===== config.mk =====
export PLATFORM = sky130hd
export DESIGN_NAME = wb_port_sched
export DESIGN_NICKNAME = d
export VERILOG_FILES = /design/src/rtl/wb_port_sched.sv
export SDC_FILE = /design/constraint.sdc
export NUM_CORES = 1
export LEC_CHECK = 0
export ABC_AREA = 1
export CORE_ASPECT_RATIO = 0.75
export CORE_MARGIN = 2
export CORE_UTILIZATION = 25
export CTS_CLUSTER_DIAMETER = 30
export DETAILED_ROUTE_END_ITERATION = 8
export GPL_TIMING_DRIVEN = 0
export REMOVE_ABC_BUFFERS = 1
export SYNTH_ARGS = -nofsm -noshare
export SYNTH_HDL_FRONTEND = slang
export SYNTH_SLANG_ARGS = --single-unit

===== constraint.sdc =====
create_clock -name clk -period 1.75 [get_ports clk]
set_input_delay 0.2625 -clock clk [delete_from_list [all_inputs] [get_ports clk]]
set_output_delay 0.2625 -clock clk [all_outputs]
set_load 0.01 [all_outputs]

===== src/rtl/wb_port_sched.sv =====
// Write-back port scheduler: serialises one E/M write bundle
// onto a single register-file write port, M wins on collisions.
module wb_port_sched #(
  parameter int         DATA_W = 64,
  parameter logic [3:0] RNONE  = 4'hF
) (
  input  logic              clk,
  input  logic              rst,
  input  logic              wb_valid,
  output logic              wb_ready,
  input  logic [3:0]        dstE,
  input  logic [DATA_W-1:0] valE,
  input  logic [3:0]        dstM,
  input  logic [DATA_W-1:0] valM,
  output logic              rf_we,
  output logic [3:0]        rf_waddr,
  output logic [DATA_W-1:0] rf_wdata,
  output logic              wb_done,
  output logic              busy,
  output logic [15:0]       retired_cnt
);

  typedef enum logic [1:0] {
    IDLE,
    WR_E,
    WR_M,
    DONE
  } state_t;

  typedef struct packed {
    logic [3:0]        dste;
    logic [DATA_W-1:0] vale;
    logic [3:0]        dstm;
    logic [DATA_W-1:0] valm;
    logic              need_e;
    logic              need_m;
  } bundle_t;

  state_t  state;
  state_t  nxt;
  state_t  post;
  bundle_t cap;
  bundle_t in_b;
  logic    accept;

  assign wb_ready = (state == IDLE) || (state == DONE);
  assign accept   = wb_valid && wb_ready;

  // Decode the incoming bundle; a shared E/M target keeps only M.
  always_comb begin
    in_b        = '0;
    in_b.dste   = dstE;
    in_b.vale   = valE;
    in_b.dstm   = dstM;
    in_b.valm   = valM;
    in_b.need_e = (dstE != RNONE) && (dstE != dstM);
    in_b.need_m = (dstM != RNONE);
    if (in_b.need_e) begin
      post = WR_E;
    end else if (in_b.need_m) begin
      post = WR_M;
    end else begin
      post = DONE;
    end
  end

  // Next-state selection.
  always_comb begin
    nxt = state;
    unique case (state)
      IDLE: nxt = accept ? post : IDLE;
      WR_E: nxt = cap.need_m ? WR_M : DONE;
      WR_M: nxt = DONE;
      DONE: nxt = accept ? post : IDLE;
      default: nxt = IDLE;
    endcase
  end

  // Moore write-port and status decode.
  always_comb begin
    rf_we    = 1'b0;
    rf_waddr = RNONE;
    rf_wdata = '0;
    wb_done  = 1'b0;
    unique case (1'b1)
      (state == WR_E): begin
        rf_we    = 1'b1;
        rf_waddr = cap.dste;
        rf_wdata = cap.vale;
      end
      (state == WR_M): begin
        rf_we    = 1'b1;
        rf_waddr = cap.dstm;
        rf_wdata = cap.valm;
      end
      (state == DONE): wb_done = 1'b1;
      default: ;
    endcase
  end

  assign busy = (state != IDLE) &&
                !((state == DONE) && !accept);

  // State register.
  always_ff @(posedge clk or negedge rst) begin
    if (!rst) begin
      state <= IDLE;
    end else begin
      state <= nxt;
    end
  end

  // Bundle capture on handshake.
  always_ff @(posedge clk or negedge rst) begin
    if (!rst) begin
      cap      <= '0;
      cap.dste <= RNONE;
      cap.dstm <= RNONE;
    end else if (accept) begin
      cap <= in_b;
    end
  end

  // Retired count is visible in the DONE cycle itself.
  always_ff @(posedge clk or negedge rst) begin
    if (!rst) begin
      retired_cnt <= '0;
    end else if (nxt == DONE) begin
      retired_cnt <= retired_cnt + 16'd1;
    end
  end

endmodule


==> impl_results.html <==
<table>
<tr><th>Metric</th><th>Value</th></tr>
<tr><th colspan="2">Timing</th></tr>
<tr><td>Post-Route Skew</td><td>14.5 ps</td></tr>
<tr><td>Total of endpoints with negative setup slack in the final report</td><td>218</td></tr>
<tr><td>Slack of the critical path</td><td>-468 ps</td></tr>
<tr><td>Worst max-slew margin expressed relative to the limit</td><td>55.6%</td></tr>
<tr><td>Clock period minus worst slack</td><td>2220 ps</td></tr>
<tr><td>Share of the clock period used by the worst path after layout</td><td>127%</td></tr>
<tr><td>Setup TNS after final layout</td><td>-65710 ps</td></tr>
<tr><td>Count of final max-slew check failures</td><td>0</td></tr>
<tr><td>Slew of the pin with the lowest slew margin</td><td>664 ps</td></tr>
<tr><td>Setup repair after global routing missed its margin</td><td>true</td></tr>
<tr><td>Hold Fails Final Rpt</td><td>0</td></tr>
<tr><td>Maximum clock rate</td><td>0.451 GHz</td></tr>
<tr><th colspan="2">Finish</th></tr>
<tr><td>Antenna diode count</td><td>0</td></tr>
<tr><td>Fraction of final layout cells sized beyond drive strength 1</td><td>42.8%</td></tr>
<tr><td>Number of nets in the finished design</td><td>1427</td></tr>
<tr><td>Growth of design area from synthesis to finish</td><td>89.1%</td></tr>
<tr><td>Most common cell after layout, fill and taps aside</td><td>nand2_1</td></tr>
<tr><td>Most used cells in the layout excluding fill and tap cells</td><td>nand2_1, clkdlybuf4s50_1, nand2_2, dfrtp_1, nand2_4</td></tr>
<tr><th colspan="2">Power</th></tr>
<tr><td>Total power per unit cell area</td><td>2100 nW/um2</td></tr>
<tr><td>Net Sw Power</td><td>0.0125 W</td></tr>
<tr><td>Peak supply drop</td><td>0.960 mV</td></tr>
<tr><td>Relative contribution of combinational cells to total power</td><td>64.4%</td></tr>
<tr><td>Total Power</td><td>0.0290 W</td></tr>
<tr><td>Internal portion of total power</td><td>0.0166 W</td></tr>
<tr><td>Leakage power figure</td><td>6.84 nW</td></tr>
<tr><td>Clock network fraction of total power</td><td>14.0%</td></tr>
<tr><td>Fraction of power consumed by sequential logic</td><td>21.6%</td></tr>
<tr><td>Switching Fraction</td><td>42.9%</td></tr>
<tr><th colspan="2">Die</th></tr>
<tr><td>I/O Pins</td><td>227</td></tr>
<tr><td>Die H</td><td>152 um</td></tr>
<tr><td>Placeable Area</td><td>28900 um2</td></tr>
<tr><td>Horizontal die dimension</td><td>202 um</td></tr>
<tr><td>Total Die Area</td><td>30700 um2</td></tr>
<tr><td>Placement Rows</td><td>54</td></tr>
<tr><td>Starting density of the core</td><td>25.3%</td></tr>
<tr><th colspan="2">Logic synthesis</th></tr>
<tr><td>Cell type with the largest total area after synthesis</td><td>dfrtp_1</td></tr>
<tr><td>Cells after Synth</td><td>974</td></tr>
<tr><td>Most common flop cell mapped by yosys</td><td>dfrtp_1</td></tr>
<tr><td>Fraction of the yosys area taken by sequential cells</td><td>53.1%</td></tr>
<tr><td>Synth Area per Inst</td><td>7.51 um2</td></tr>
<tr><td>Count of warnings emitted by yosys</td><td>0</td></tr>
<tr><td>Count of flip-flops with a built-in enable after synthesis</td><td>0</td></tr>
<tr><td>Proportion of netlist area held by the largest area contributor</td><td>50.3%</td></tr>
<tr><td>Synth top area cells</td><td>dfrtp_1, nand2_1, a21oi_1</td></tr>
<tr><td>Post-synthesis sequential element count</td><td>155</td></tr>
<tr><td>Area of the mapped netlist</td><td>7320 um2</td></tr>
<tr><td>Number of distinct library cells after synthesis</td><td>25</td></tr>
<tr><td>Ys async rst share</td><td>100%</td></tr>
<tr><th colspan="2">Drt</th></tr>
<tr><td>Average routed wire per standard cell</td><td>18.8 um</td></tr>
<tr><td>Violation count after the first detailed-route iteration</td><td>424</td></tr>
<tr><td>Post-route DRC violation count</td><td>0</td></tr>
<tr><td>Antenna viol nets, final</td><td>0</td></tr>
<tr><td>Number of detailed-route iterations in the first pass</td><td>5</td></tr>
<tr><td>Vias after detailed routing</td><td>7770</td></tr>
<tr><td>Ratio of routed vias to standard cells</td><td>4.61</td></tr>
<tr><td>Routed wire length</td><td>31.7 mm</td></tr>
<tr><th colspan="2">Setup path</th></tr>
<tr><td>Data required, critical path</td><td>1490 ps</td></tr>
<tr><td>Crit-path leading delay family</td><td>buffers and inverters</td></tr>
<tr><td>Cell Chain, Critical Path</td><td>buf_6 -&gt; ha_4 -&gt; buf_8 -&gt; buf_12 -&gt; a221o_1 -&gt; buf_2</td></tr>
<tr><td>Critical path startpoint category</td><td>flop</td></tr>
<tr><td>Depth of the most critical reg-to-reg path</td><td>14</td></tr>
<tr><td>Critical path launch point</td><td>state[0]</td></tr>
<tr><td>Sum of buffers and inverters on the critical path</td><td>4</td></tr>
<tr><td>Crit. End Element</td><td>output port</td></tr>
<tr><td>Worst reg2reg setup slack</td><td>-400 ps</td></tr>
<tr><td>Type of the setup path with the least slack</td><td>flop to output port</td></tr>
<tr><td>Reg-to-reg critical path endpoint</td><td>cap[87]</td></tr>
<tr><td>Top fanout value on the critical path</td><td>7</td></tr>
<tr><td>CP arrival</td><td>1960 ps</td></tr>
<tr><td>Stages on the worst setup path</td><td>6</td></tr>
<tr><td>Worst r2r src</td><td>state[0]</td></tr>
<tr><td>Delay of the slowest cell on the worst path</td><td>430 ps</td></tr>
<tr><td>Cell with the biggest individual delay on the critical path</td><td>dfrtp_2</td></tr>
<tr><th colspan="2">Min path</th></tr>
<tr><td>Number of stages on the worst hold path</td><td>3</td></tr>
<tr><td>Start point of the worst min-delay path</td><td>valM[62]</td></tr>
<tr><td>Path category of the worst min-delay check</td><td>input port to flop</td></tr>
<tr><td>Hold path endpoint</td><td>cap[64]</td></tr>
<tr><th colspan="2">Clocking</th></tr>
<tr><td>TritonCTS sink count</td><td>155</td></tr>
<tr><td>Number of H-tree branching levels</td><td>4</td></tr>
<tr><td>Root cell of the clock tree</td><td>clkbuf_16</td></tr>
<tr><td>Clk buf depth</td><td>2</td></tr>
<tr><td>CTS tree</td><td>built</td></tr>
<tr><td>Clk Latency, worst-skew pair</td><td>440 ps</td></tr>
<tr><td>Clock input transition at the sequential cells of the worst setup and hold paths</td><td>70 ps</td></tr>
<tr><td>Number of buffers added by the clock tree synthesis step</td><td>17</td></tr>
<tr><th colspan="2">Placement</th></tr>
<tr><td>Total half-perimeter wirelength after legalization and detailed placement</td><td>14.1 mm</td></tr>
<tr><td>Final Wtd Congestion</td><td>0.819</td></tr>
<tr><td>Count of port buffers added during placement</td><td>226</td></tr>
<tr><th colspan="2">Status</th></tr>
<tr><td>Violated checks</td><td>setup timing</td></tr>
<tr><td>Outcome</td><td>finished, violations left</td></tr>
<tr><th colspan="2">Global routing</th></tr>
<tr><td>Initial antenna violation count</td><td>0</td></tr>
<tr><td>Via count of the first global-routing pass</td><td>7531</td></tr>
<tr><td>Gr ovfl total</td><td>0</td></tr>
<tr><td>Pin count of the biggest net entering global routing</td><td>82</td></tr>
<tr><td>Total routing usage reported by global routing</td><td>19.9%</td></tr>
<tr><td>First-pass GRT wire length</td><td>46.3 mm</td></tr>
<tr><th colspan="2">Job</th></tr>
<tr><td>Number of maximum-capacitance violations</td><td>0</td></tr>
</table>
==> cell type report <==
type | instances | area, um2
clock buffers | 21 | 460
clock inverters | 11 | 166
fillers | 2722 | 15100
inverters | 19 | 116
multi-input cells | 747 | 4620
flip-flops and latches | 155 | 3910
well taps | 392 | 490
repair buffers | 335 | 3920
repair inverters | 7 | 163
==> worst min-delay path, stage by stage <==
cell and delay [ps]:
clkdlybuf4s50_1 410, nand2_2 60, nand2_1 40
==> repair_timing <==
item,in CTS,in global routing
hold endpoints to repair,66,0
hold buffers,1,0
cloned,35,7
setup buffers,45,39
setup endpoints to repair,237,240
gates resized for setup,506,358
pin swaps,27,62
==> per-layer routing <==
metal  vias to the layer above  wire (um)  track usage (%)
li1                       3684          -                -
met1                      3755      14300             27.9
met2                       288      14700             30.8
met3                        43       2010             4.70
met4                         0        743             5.50
met5                         -          0                0
==> Yosys cell counts, types with 6 or more instances <==
cell,number
nand4_1,20
dfrtp_1,147
nand3_1,8
nand2_1,593
buf_2,16
inv_1,17
a21oi_1,65
nor2_1,20
clkbuf_1,35
xnor2_1,6
o21ai_0,10
dfstp_2,8
ha_1,6
==> kinds of logic (layout without fill, tap and decap cells) <==
group	count (synthesis)	in the layout	share of synthesized area, %
and+or+nand+nor	647	651	34.5
DFF	155	155	53.1
AOI/OAI and AO/OA	80	80	5.78
buffers and inverters	76	393	4.32
xor gates and xnor gates	10	10	1.20
adders and majority gates	6	6	1.03
==> sequential cells by signal, summed over array words and instances, names as in the netlist <==
name / count
state: 2
cap: 137
retired_cnt: 16
==> per-stage QoR <==
stage | std cells | hold WS (ps) | util [%] | area, um2 | worst slack [ps]
4_1_cts | 1654 | 322 | 42.5 | 12300 | -527
6_report | 1687 | 365 | 47.9 | 13800 | -468
5_1_grt | 1687 | 350 | 47.9 | 13800 | -539
2_1_floorplan | 917 | -33.1 | - | 7070 | -4560
3_3_place_gp | 1535 | 462 | 34.0 | 9830 | -8860
3_5_place_dp | 1541 | 258 | 34.6 | 10000 | -2100
==> worst max path at each step <==
stage	endpoint	slack [ps]
after floorplan	retired_cnt[10]	-4560
after global placement	retired_cnt[12]	-8860
after detailed placement	retired_cnt[12]	-2100
after CTS	rf_waddr[1]	-530
after global routing	rf_waddr[2]	-540
final	rf_waddr[2]	-470
==> power by group through the flow <==
stage	Combinational [W]	Clock (W)	Sequential, W
after global routing	0.0199	0.00431	0.00645
after global placement	0.00648	0	0.00576
after floorplan	0.00450	0	0.00593
after detailed placement	0.00930	0	0.00617
final	0.0187	0.00406	0.00627
after CTS	0.0156	0.00416	0.00612
No activity file was read; power rests on OpenSTA's default activity.
